[src/rtl/adc083000_ctrl_pkg.sv]
// adc083000_ctrl_pkg: state encodings and default timing for the ADC083000 capture sequencer.
package adc083000_ctrl_pkg;

    typedef enum logic [2:0] {
        DCM_RST   = 3'd0,
        WAIT_LOCK = 3'd1,
        FIFO_RST  = 3'd2,
        SETTLE    = 3'd3,
        RUN       = 3'd4
    } state_t;

    localparam int DEF_DCM_RST_CYCLES  = 8;
    localparam int DEF_FIFO_RST_CYCLES = 16;
    localparam int DEF_SETTLE_CYCLES   = 32;
    localparam int DEF_LOCK_TIMEOUT    = 4096;

endpackage

[src/rtl/sync_2ff.sv]
// sync_2ff: two-flop synchronizer for a single asynchronous level.
module sync_2ff (
    input  logic clk,
    input  logic rst,
    input  logic d,
    output logic q
);

    logic meta;

    always_ff @(posedge clk) begin
        if (rst) begin
            meta <= 1'b0;
            q    <= 1'b0;
        end else begin
            meta <= d;
            q    <= meta;
        end
    end

endmodule

[src/rtl/adc083000_capture_seq.sv]
// adc083000_capture_seq: DCM/FIFO reset and capture-enable sequencer with lock and overflow recovery.
module adc083000_capture_seq
    import adc083000_ctrl_pkg::*;
#(
    parameter int DCM_RST_CYCLES  = DEF_DCM_RST_CYCLES,
    parameter int FIFO_RST_CYCLES = DEF_FIFO_RST_CYCLES,
    parameter int SETTLE_CYCLES   = DEF_SETTLE_CYCLES,
    parameter int LOCK_TIMEOUT    = DEF_LOCK_TIMEOUT
) (
    input  logic       ctrl_clk_in,
    input  logic       ctrl_reset,
    input  logic       adc_dcm_locked,
    input  logic       fifo0_full,
    input  logic       fifo1_full,
    input  logic       restart_req,
    output logic       dcm_reset,
    output logic       fifo_reset,
    output logic       capture_enable,
    output logic       ready,
    output logic [2:0] state,
    output logic       lock_timeout,
    output logic [7:0] lock_loss_count,
    output logic [7:0] overflow_count
);

    state_t      cur, nxt;
    logic [31:0] timer, timer_nxt;
    logic        lock_s, full0_s, full1_s;
    logic        loss_inc, ovf_inc, timeout_set;

    sync_2ff u_sync_lock  (.clk(ctrl_clk_in), .rst(ctrl_reset), .d(adc_dcm_locked), .q(lock_s));
    sync_2ff u_sync_full0 (.clk(ctrl_clk_in), .rst(ctrl_reset), .d(fifo0_full),     .q(full0_s));
    sync_2ff u_sync_full1 (.clk(ctrl_clk_in), .rst(ctrl_reset), .d(fifo1_full),     .q(full1_s));

    // Timer holds (remaining cycles - 1); a state lasting N cycles is loaded with N-1.
    function automatic logic [31:0] load_val(input state_t s);
        case (s)
            DCM_RST:   return 32'(DCM_RST_CYCLES - 1);
            WAIT_LOCK: return 32'(LOCK_TIMEOUT - 1);
            FIFO_RST:  return 32'(FIFO_RST_CYCLES - 1);
            SETTLE:    return 32'(SETTLE_CYCLES - 1);
            default:   return 32'd0;
        endcase
    endfunction

    always_comb begin
        nxt         = cur;
        loss_inc    = 1'b0;
        ovf_inc     = 1'b0;
        timeout_set = 1'b0;
        if (restart_req) begin
            nxt = DCM_RST;
        end else begin
            case (cur)
                DCM_RST:   nxt = (timer == 32'd0) ? WAIT_LOCK : DCM_RST;
                WAIT_LOCK: begin
                    if (lock_s) begin
                        nxt = FIFO_RST;
                    end else if (timer == 32'd0) begin
                        nxt         = DCM_RST;
                        timeout_set = 1'b1;
                    end
                end
                FIFO_RST:  nxt = !lock_s ? DCM_RST : (timer == 32'd0) ? SETTLE : FIFO_RST;
                SETTLE:    nxt = !lock_s ? DCM_RST : (timer == 32'd0) ? RUN : SETTLE;
                RUN: begin
                    if (!lock_s) begin
                        nxt      = DCM_RST;
                        loss_inc = 1'b1;
                    end else if (full0_s || full1_s) begin
                        nxt     = FIFO_RST;
                        ovf_inc = 1'b1;
                    end
                end
                default:   nxt = DCM_RST;
            endcase
        end
        // Restart re-enters DCM_RST even from DCM_RST, so it always reloads.
        timer_nxt = (restart_req || nxt != cur) ? load_val(nxt) :
                    (timer == 32'd0) ? 32'd0 : timer - 32'd1;
    end

    always_ff @(posedge ctrl_clk_in) begin
        if (ctrl_reset) begin
            cur             <= DCM_RST;
            timer           <= load_val(DCM_RST);
            dcm_reset       <= 1'b1;
            fifo_reset      <= 1'b1;
            capture_enable  <= 1'b0;
            ready           <= 1'b0;
            lock_timeout    <= 1'b0;
            lock_loss_count <= 8'd0;
            overflow_count  <= 8'd0;
        end else begin
            cur            <= nxt;
            timer          <= timer_nxt;
            dcm_reset      <= nxt == DCM_RST;
            fifo_reset     <= nxt == DCM_RST || nxt == WAIT_LOCK || nxt == FIFO_RST;
            capture_enable <= nxt == RUN;
            ready          <= nxt == RUN;
            if (timeout_set)
                lock_timeout <= 1'b1;
            if (loss_inc && lock_loss_count != 8'hFF)
                lock_loss_count <= lock_loss_count + 8'd1;
            if (ovf_inc && overflow_count != 8'hFF)
                overflow_count <= overflow_count + 8'd1;
        end
    end

    assign state = cur;

endmodule

[config.mk]
export PLATFORM = sky130hd
export DESIGN_NAME = adc083000_capture_seq
export DESIGN_NICKNAME = d
export VERILOG_FILES = /design/src/rtl/adc083000_ctrl_pkg.sv /design/src/rtl/sync_2ff.sv /design/src/rtl/adc083000_capture_seq.sv
export SDC_FILE = /design/constraint.sdc
export NUM_CORES = 1
export LEC_CHECK = 0
export BUFFER_PORTS_ARGS = -buffer_cell sky130_fd_sc_hd__buf_4
export CAP_MARGIN = 5
export CORE_MARGIN = 5
export CORE_UTILIZATION = 55
export CTS_BUF_LIST = sky130_fd_sc_hd__clkbuf_2
export DETAILED_ROUTE_END_ITERATION = 16
export MAX_ROUTING_LAYER = met4
export PLACE_DENSITY = 0.78
export RECOVER_POWER = 100
export SETUP_SLACK_MARGIN = 0.02
export SYNTH_ARGS = -nofsm -noshare
export SYNTH_HDL_FRONTEND = slang
export SYNTH_HIERARCHICAL = 1
export SYNTH_SLANG_ARGS = --single-unit
[constraint.sdc]
create_clock -name ctrl_clk_in -period 1.65 [get_ports ctrl_clk_in]
set_input_delay 0.33 -clock ctrl_clk_in [delete_from_list [all_inputs] [get_ports ctrl_clk_in]]
set_output_delay 0.33 -clock ctrl_clk_in [all_outputs]
set_load 0.005 [all_outputs]
==> flow_summary_export.csv, run 1 <==
group,metric,value,unit
layout,final_common_cell,"dfxtp_1",
power_and_ir_drop,p_clk_share,42.7,%
sta,finalMaxSlewViolations,0,
yosys,ys_seq_area_share,43.0,%
placed_design,gp_congestion,0.854,
yosys,synthesis.area,2840,µm²
yosys,synth-seq-cells,61,
layout,finish.utilization,75.2,%
die,die_h,81.8,µm
placed_design,io_buffer_count,29,
run_status,violations,"negative setup slack",
yosys,synthFlopType,"dfxtp_1",
setup_path,critPathLaunchType,"flip-flop",
power_and_ir_drop,p_leak,1.58,nW
route,vias_per_cell,5.48,
setup_path,crit_fanout,5,
die,dieArea,6700,µm²
grt,grt_overflow,0,
route,drt-total-wl,6.98,mm
grt,grt_util_all_layers,22.3,%
die,io_pins,30,
sta,hold_violations,0,
layout,n_fill_cell,383,
power_and_ir_drop,combPwrFrac,3.4,%
setup_path,cpMaxStageDelayCell,"or4_4",
layout,area_delta_synth_final,34.5,%
clocking,clk_pin_slew,180,ps
setup_path,cp.required,2060,ps
setup_path,path_buf_inv,1,
layout,drive_gt1_share,31.7,%
sta,setup_ws,-252,ps
clocking,root_buffer,"clkbuf_2",
placed_design,placed_cell_area,3490,µm²
yosys,yosysTopAreaCellShare,43.0,%
yosys,yosysTopAreaCell,"dfxtp_1",
route,first_pass_iters,4,
clocking,cts_buffers,9,
setup_path,cp_top_family,"simple AND/OR/NAND/NOR gates",
sta,finalSetupViolCount,40,
grt,grt_pass1_wl,11.1,mm
sta,clock.fmax,526,MHz
die,start_util,55.9,%
power_and_ir_drop,sw_frac_of_total,21.5,%
flow_run,maxCapViolCount,0,
sta,tightest_slew,474,ps
route,ant_nets,0,
sta,fin_crit,1900,ps
hold_path,hold_class,"in -> reg",
power_and_ir_drop,p_sw,0.000594,W
route,drt_iter0_markers,152,
sta,holdWs,55.9,ps
clocking,cts_sinks,61,
setup_path,path_cells,"or4_4 > and4b_2 > o2111ai_1 > nand3_1 > inv_1 > a31oi_1",
grt,grt_pass1_vias,2522,
power_and_ir_drop,power,0.00276,W
clocking,insertion_delay,490,ps
sta,rsz0062_at_grt,"true",
die,core,5070,µm²
setup_path,crit_arrival,2320,ps
power_and_ir_drop,power.share.sequential,53.9,%
clocking,htreeDepth,3,
layout,layout_common_cells,"dfxtp_1 (56), buf_4 (53), nor2_1 (51), xnor2_1 (28), xor2_1 (15)",
clocking,cts_tree,"done",
setup_path,crit_type,"reg -> reg",
sta,timing.slew.headroom,68.2,%
yosys,synthDistinctLibCells,47,
route,wl_per_cell,14.6,µm
clocking,cts_max_path_buffers,2,
yosys,synthCells,321,
yosys,yosys_warnings,6,
sta,skew,22.8,ps
placed_design,hpwl,4.73,mm
run_status,status,"complete, but fails checks",
layout,postLayoutCellArea,3820,µm²
die,dieWidth,81.8,µm
power_and_ir_drop,power_density,724,nW/µm²
power_and_ir_drop,intPower,0.00217,W
yosys,synth_area_leaders,"dfxtp_1 (43%), xnor2_1 (8.6%), nor2_1 (6.7%)",
setup_path,max_stage_delay,530,ps
layout,antenna_cells,0,
layout,layout.nets,412,
power_and_ir_drop,vdd.ir_drop.worst,0.576,mV
grt,antenna_found_initial,0,
setup_path,cp-end-kind,"flip-flop",
route,drcViolationCount,0,
route,vias,2612,
yosys,synth_edf_count,0,
grt,grt_max_degree,23,
yosys,synthArstFlopShare,0,%
die,fp-row-count,26,
yosys,syn_avg_cell_area,8.84,µm²
yosys,syn-num-nets,331,
sta,post-route-period-util,115,%
## stage by stage
stage	TNS (ps)	worst slack (ps)	cells
CTS	-3550	-164	475
floorplan	-799	-56.1	321
detailed placement	-4110	-255	457
global placement	-2770	-127	457
global route	-8660	-321	477
finish	-4580	-252	477
## final cells by class
type                       count  area [µm²]  area share (%)
multi-input combinational    239        1710            44.7
sequential                    61        1230            32.2
timing repair buffer          81         606            15.9
clock inverter                 6         101            2.65
tap                           70        87.6            2.29
clock buffer                  10        50.0            1.31
inverter                      10        37.5           0.983
## what timing repair did
action                                 4_1_cts  5_1_grt
cloned                                       0        0
setup endpoints to repair                   43       49
pin swaps                                    6        5
gates resized for setup                     17       27
buffers inserted                             1        2
hold buffers                                 1        0
endpoints found under the hold margin        1        0
## cells in the mapped netlist, types with 2 or more instances
library cell,instances
nand2b_1,2
nor4_2,4
and2_1,3
and3_1,2
nor4_1,10
o21ai_0,11
xor2_1,15
nand3_1,13
or2_2,3
o21a_1,2
mux2i_1,3
a31oi_1,3
xnor2_1,28
nor2_1,51
ha_1,4
or3_1,8
dfxtp_1,61
a21oi_1,5
inv_1,10
a211oi_1,3
buf_2,3
nor2b_1,8
nor3_1,13
nand2_1,12
nand4b_1,2
nor3_2,3
buf_4,2
o2111ai_1,2
o21ai_1,7
nand4_1,6
clkbuf_1,6
## power groups by stage
stage | logic [W] | clock network [W] | registers [W]
3_3_place_gp | 0.0000818 | 0 | 0.00152
3_5_place_dp | 0.0000831 | 0 | 0.00152
6_report | 0.0000937 | 0.00118 | 0.00149
4_1_cts | 0.0000879 | 0.00120 | 0.00149
2_1_floorplan | 0.0000514 | 0 | 0.00152
5_1_grt | 0.000103 | 0.00126 | 0.00149
## path summary, 6_finish.rpt
path / from / to / slack, ps / cells past startpoint
worst min-delay path: fifo0_full / u_sync_full0/meta$_SDFF_PP0_ / 60 / 2
worst max-delay path: timer[27]$_SDFF_PP0_ / fifo_reset$_SDFF_PP1_ / -250 / 6
worst min register to register: u_sync_lock/meta$_SDFF_PP0_ / u_sync_lock/q$_SDFF_PP0_ / 450 / 1
worst max register to register: timer[27]$_SDFF_PP0_ / fifo_reset$_SDFF_PP1_ / -250 / 6
## routing by layer
layer	up-vias	track usage, %	share of wire, %	routed length, µm
met5	-	-	0	0
met4	0	9.47	2.6	184
met3	19	5.70	4.5	316
met2	69	36.8	50	3510
met1	1247	25.6	42	2970
li1	1277	-	-	-
## kinds of logic after synthesis
| logic type | after synthesis | synth area share, % |
|---|---|---|
| buffers and inverters | 21 | 3.17 |
| AOI/OAI and AO/OA | 37 | 8.02 |
| muxes | 3 | 1.06 |
| adders and majority gates | 4 | 1.76 |
| xor gates and xnor gates | 43 | 13.3 |
| and+or+nand+nor | 152 | 29.7 |
| DFF | 61 | 43.0 |
## state kept, by name, summed over array words and instances (netlist names), 3 cells and up
register,flops
state,3
lock_loss_count,8
overflow_count,8
timer,32
Power figures use the tool's default switching activity.
==> run 2: changes to the inputs <==
--- a/config.mk
+++ b/config.mk
@@ -8,11 +8,10 @@
 export BUFFER_PORTS_ARGS = -buffer_cell sky130_fd_sc_hd__buf_4
 export CAP_MARGIN = 5
 export CORE_MARGIN = 5
-export CORE_UTILIZATION = 55
-export CTS_BUF_LIST = sky130_fd_sc_hd__clkbuf_2
+export CORE_UTILIZATION = 52
 export DETAILED_ROUTE_END_ITERATION = 16
 export MAX_ROUTING_LAYER = met4
-export PLACE_DENSITY = 0.78
+export PLACE_DENSITY = 0.75
 export RECOVER_POWER = 100
 export SETUP_SLACK_MARGIN = 0.02
 export SYNTH_ARGS = -nofsm -noshare
==> run 2 against run 1 <==
  * The run still ends with negative setup slack left
  * Sequential power is essentially flat
  * Critical path depth is the same
  * Sequential share of layout area shrank 1.4 points
  * Utilization shrank 1.5 points
  * Cell area grew 4.4%
  * Setup slack gained 38 ps
  * Global-route usage shrank 2.3 points
  * Largest cell class unchanged
  * Largest power group unchanged
==> flow_summary_export.csv, run 2 (same netlist as run 1, synthesis figures left out) <==
group,metric,value,unit
clocking,clk_pin_slew,60,ps
clocking,htreeDepth,3,
grt,grt_overflow,0,
layout,antenna_cells,0,
route,ant_nets,0,
die,core,5410,µm²
grt,grt_pass1_vias,2418,
power_and_ir_drop,p_leak,1.64,nW
layout,multi_input_area,1730,µm²
die,dieWidth,83.9,µm
layout,regArea,1230,µm²
setup_path,cp_top_family,"simple AND/OR/NAND/NOR gates",
route,vias_per_cell,5.43,
setup_path,crit_type,"reg -> reg",
clocking,cts_tree,"done",
clocking,cts_buffers,9,
flow_run,maxCapViolCount,0,
route,vias,2644,
layout,largest_reg_flops,32,
sta,finalSetupViolCount,39,
setup_path,crit_fanout,9,
placed_design,io_buffer_count,29,
grt,grt_pass1_wl,11.1,mm
clocking,insertion_delay,330,ps
sta,fin_crit,1860,ps
setup_path,critPathLaunchType,"flip-flop",
grt,antenna_found_initial,0,
sta,hold_violations,0,
run_status,violations,"negative setup slack",
power_and_ir_drop,vdd.ir_drop.worst,0.530,mV
hold_path,min_from,"adc_dcm_locked",
route,drt-total-wl,7.27,mm
sta,finalMaxSlewViolations,0,
layout,layout.nets,420,
layout,area_delta_synth_final,40.4,%
die,die_h,83.9,µm
clocking,cts_sinks,61,
layout,n_fill_cell,368,
sta,fin_tns_setup,-6630,ps
clocking,cts_max_path_buffers,2,
power_and_ir_drop,power,0.00275,W
sta,skew,10.1,ps
hold_path,hold_class,"in -> reg",
setup_path,cpMaxStageDelayCell,"or4_4",
setup_path,max_stage_delay,550,ps
route,first_pass_iters,4,
sta,tightest_slew,916,ps
setup_path,path_cells,"or4_4 > and4b_2 > nand3_4 > nand2_4 > clkbuf_16 > nor2_1",
layout,final_common_cell,"dfxtp_1",
setup_path,cp-end-kind,"flip-flop",
die,start_util,52.5,%
run_status,status,"complete, but fails checks",
setup_path,rrSetupSlack,-210,ps
route,wl_per_cell,14.9,µm
clocking,root_buffer,"clkbuf_8",
clocking,hold_buffers,0,
route,drt_iter0_markers,185,
grt,grt_util_all_layers,19.9,%
sta,post-route-period-util,113,%
die,dieArea,7040,µm²
layout,drive_gt1_share,34.9,%
placed_design,hpwl,4.54,mm
route,drcViolationCount,0,
power_and_ir_drop,power_density,689,nW/µm²
setup_path,crit_start,"timer[27]$_SDFF_PP0_",
setup_path,path_buf_inv,1,
layout,layout_common_cells,"dfxtp_1 (58), buf_4 (54), nor2_1 (51), xnor2_1 (28), clkbuf_4 (18)",
layout,regMostFlops,"timer",
die,fp-row-count,27,
sta,clock.fmax,537,MHz
placed_design,gp_congestion,0.949,
sta,rsz0062_at_grt,"true",
grt,grt_max_degree,24,
setup_path,rr_startpoint,"timer[27]$_SDFF_PP0_",
setup_path,crit_arrival,2080,ps
die,io_pins,30,
sta,timing.slew.headroom,39.0,%
layout,largest_registers,"timer (32), lock_loss_count (8), overflow_count (8)",
sta,setup_ws,-214,ps
setup_path,cp.required,1870,ps
==> run 2: final cells by class <==
cell class | instances | area share [%]
multi-input cells | 240 | 43.5
clock inverters | 4 | 0.596
well taps | 72 | 2.26
flip-flops and latches | 61 | 30.8
repair buffers | 88 | 18.3
inverters | 10 | 0.942
clock buffers | 12 | 3.64
==> run 2: final timing paths <==
path                                               endpoint  cells after the start
worst max-delay path                   timer[28]$_SDFF_PP0_                      6
worst max register to register         timer[28]$_SDFF_PP0_                      6
worst min-delay path            u_sync_lock/meta$_SDFF_PP0_                      2
worst min register to register     u_sync_lock/q$_SDFF_PP0_                      1
==> run 2: per-layer routing <==
metal,part of all wire (%),wire length [µm],vias up,track usage (%)
li1,-,-,1297,-
met1,45,3240,1246,25.4
met2,49,3550,87,30.4
met3,4.7,343,14,4.64
met4,1.8,134,0,8.33
met5,0,0,-,-
==> run 2: worst register-to-register path: stages (launching register included) <==
cell,delay (ps)
dfxtp_2,330
or4_4,550
and4b_2,370
nand3_4,130
nand2_4,160
clkbuf_16,180
nor2_1,50
==> run 2: timing repair <==
item | 4_1_cts | 5_1_grt
pin swaps | 6 | 5
setup endpoints to repair | 39 | 51
buffers inserted | 2 | 4
resized for setup | 20 | 28
cloned | 0 | 3
hold endpoints to repair | 0 | 0
==> run 2: through the flow <==
stage	worst slack, ps	util, %	area, µm²	std cells	hold WS [ps]
after CTS	-170	70.4	3800	480	195
after global routing	-269	73.8	3990	487	199
after floorplan	-56.1	-	2880	321	402
final	-214	73.8	3990	487	210
after global placement	-159	65.5	3540	462	424
after detailed placement	-210	65.5	3540	462	425
==> run 2: power breakdown <==
group | leakage [nW] | switching, W | internal (W)
clock network | 0.0901 | 0.000566 | 0.000582
logic | 1.05 | 0.0000599 | 0.0000538
registers | 0.495 | 0.00000657 | 0.00148
total | 1.64 | 0.000633 | 0.00212
==> run 3: changes to the inputs <==
--- a/config.mk
+++ b/config.mk
@@ -5,13 +5,14 @@
 export SDC_FILE = /design/constraint.sdc
 export NUM_CORES = 1
 export LEC_CHECK = 0
+export ABC_CLOCK_PERIOD_IN_PS = 2029
 export BUFFER_PORTS_ARGS = -buffer_cell sky130_fd_sc_hd__buf_4
 export CAP_MARGIN = 5
 export CORE_MARGIN = 5
-export CORE_UTILIZATION = 52
+export CORE_UTILIZATION = 58
 export DETAILED_ROUTE_END_ITERATION = 16
 export MAX_ROUTING_LAYER = met4
-export PLACE_DENSITY = 0.75
+export PLACE_DENSITY = 0.79
 export RECOVER_POWER = 100
 export SETUP_SLACK_MARGIN = 0.02
 export SYNTH_ARGS = -nofsm -noshare
==> constraint.sdc (replaced) <==
create_clock -name ctrl_clk_in -period 2.03 [get_ports ctrl_clk_in]
set_input_delay 0.406 -clock ctrl_clk_in [delete_from_list [all_inputs] [get_ports ctrl_clk_in]]
set_output_delay 0.406 -clock ctrl_clk_in [all_outputs]
set_load 0.005 [all_outputs]
==> run 3 against run 2 <==
  * The flow now finishes without violations
  * Register-to-register slack better by 380 ps
  * Sequential share of layout area grew 5.4 points
  * Hold slack improved by 69 ps
  * Global-route usage up 0.63 points
  * Flip-flop and latch count unchanged
  * Via count down 12%
  * Total power fell by 10%
  * Cell count shrank 12%
  * Setup slack improved by 380 ps
  * Cell area is 15% lower
  * Critical endpoint is now timer[1]$_SDFF_PP1_
  * Largest cell class unchanged
==> flow_summary_export.csv, run 3 (same netlist as run 1, synthesis figures left out) <==
group,metric,value,unit
run_status,status,"completed",
die,dieWidth,80.0,µm
power_and_ir_drop,power_density,732,nW/µm²
clocking,cts_tree,"done",
setup_path,crit_start,"timer[22]$_SDFF_PP0_",
power_and_ir_drop,sw_frac_of_total,21.1,%
layout,finish.utilization,71.5,%
setup_path,crit_arrival,2130,ps
placed_design,pre_cts_slack,118,ps
clocking,cts_resized,0,
sta,tightest_slew,761,ps
power_and_ir_drop,combPwrFrac,2.5,%
clocking,hold_buffers,0,
power_and_ir_drop,intPower,0.00195,W
layout,n_fill_cell,400,
grt,grt_pass1_vias,2169,
sta,finalSetupViolCount,0,
layout,regMostFlops,"timer",
grt,antenna_found_initial,0,
layout,largest_registers,"timer (32), lock_loss_count (8), overflow_count (8)",
route,ant_nets,0,
clocking,cts_buffers,9,
die,fp-row-count,25,
route,drcViolationCount,0,
layout,final_common_cell,"dfxtp_1",
sta,skew,10.1,ps
clocking,cts_sinks,61,
route,vias,2318,
hold_path,min_from,"adc_dcm_locked",
sta,timing.slew.headroom,49.2,%
setup_path,path_cells,"or3_1 > or2_1 > nor4_4 > a21boi_0 > o21ai_0",
layout,postLayoutCellArea,3380,µm²
clocking,root_buffer,"clkbuf_8",
die,dieArea,6390,µm²
die,io_pins,30,
route,drt_iter0_markers,117,
setup_path,cp_top_family,"simple AND/OR/NAND/NOR gates",
setup_path,cp.required,2300,ps
die,start_util,60.1,%
route,vias_per_cell,5.40,
setup_path,cp-end-kind,"flip-flop",
power_and_ir_drop,vdd.ir_drop.worst,0.477,mV
clocking,postCtsSetupBuffers,0,
sta,clock.fmax,537,MHz
die,die_h,80.0,µm
die,core,4720,µm²
setup_path,crit_fanout,9,
layout,antenna_cells,0,
clocking,htreeDepth,3,
layout,largest_reg_flops,32,
sta,fin_tns_setup,0,ps
flow_run,maxCapViolCount,0,
power_and_ir_drop,p_clk_share,48.6,%
setup_path,cpMaxStageDelayCell,"nor4_4",
power_and_ir_drop,p_leak,1.34,nW
sta,finalMaxSlewViolations,0,
sta,hold_violations,0,
hold_path,hold_class,"in -> reg",
placed_design,io_buffer_count,29,
placed_design,gp_congestion,0.884,
route,first_pass_iters,4,
layout,area_delta_synth_final,19.0,%
route,drt-total-wl,5.90,mm
sta,rsz0062_at_grt,"false",
setup_path,crit_type,"reg -> reg",
sta,post-route-period-util,91.8,%
grt,grt_pass1_wl,9.80,mm
clocking,insertion_delay,340,ps
placed_design,hpwl,4.23,mm
sta,setup_ws,167,ps
clocking,clk_pin_slew,70,ps
setup_path,rr_startpoint,"timer[22]$_SDFF_PP0_",
grt,grt_max_degree,27,
sta,fin_crit,1860,ps
setup_path,critPathLaunchType,"flip-flop",
clocking,cts_max_path_buffers,2,
layout,layout.nets,367,
grt,grt_util_all_layers,20.6,%
setup_path,path_buf_inv,0,
power_and_ir_drop,power.share.sequential,48.9,%
grt,grt_overflow,0,
setup_path,max_stage_delay,410,ps
layout,layout_common_cells,"dfxtp_1 (61), nor2_1 (51), xnor2_1 (28), clkbuf_4 (19)",
layout,drive_gt1_share,18.2,%
power_and_ir_drop,p_sw,0.000522,W
placed_design,placed_cell_area,3150,µm²
route,wl_per_cell,13.7,µm
-- run 3: cell types whose count changed in the layout (fill, tap and decap cells not counted), sizes merged --
cell	change
bufinv	+2
buf	-50
clkbuf	-4
or2	-1
clkinv	-1
clkinvlp	+1
-- run 3: layout make-up --
type,instances,area [µm²],area share [%]
Clock buffer,10,138,4.08
Sequential cell,61,1220,36.2
Multi-Input combinational cell,239,1550,45.8
Timing Repair Buffer,36,264,7.82
Tap cell,67,83.8,2.48
Inverter,10,37.5,1.11
Clock inverter,6,86.3,2.56
-- run 3: worst paths after layout --
path / to / slack, ps / cells after the start
setup / recovery: timer[1]$_SDFF_PP1_ / 170 / 5
hold / removal: u_sync_lock/meta$_SDFF_PP0_ / 280 / 2
setup reg to reg: timer[1]$_SDFF_PP1_ / 170 / 5
hold reg to reg: u_sync_full0/q$_SDFF_PP0_ / 440 / 1
-- run 3: stage by stage --
step	power [W]	instances	hold WS (ps)
2_1_floorplan	0.00127	321	414
3_3_place_gp	0.00130	413	418
3_5_place_dp	0.00130	413	427
4_1_cts	0.00250	429	263
5_1_grt	0.00257	429	261
6_report	0.00247	429	278
-- run 3: power by group through the flow --
stage | logic [W] | registers [W] | clock network [W]
after detailed placement | 0.0000630 | 0.00124 | 0
final | 0.0000629 | 0.00121 | 0.00120
after global routing | 0.0000697 | 0.00121 | 0.00129
after global placement | 0.0000619 | 0.00124 | 0
after CTS | 0.0000632 | 0.00121 | 0.00123
after floorplan | 0.0000379 | 0.00123 | 0
-- run 3: per-layer routing --
metal	GRT usage (%)	vias to the layer above	routed length, µm
li1	-	1177	-
met1	23.0	1085	2530
met2	33.1	48	3010
met3	7.79	8	281
met4	8.28	0	73
met5	-	-	0
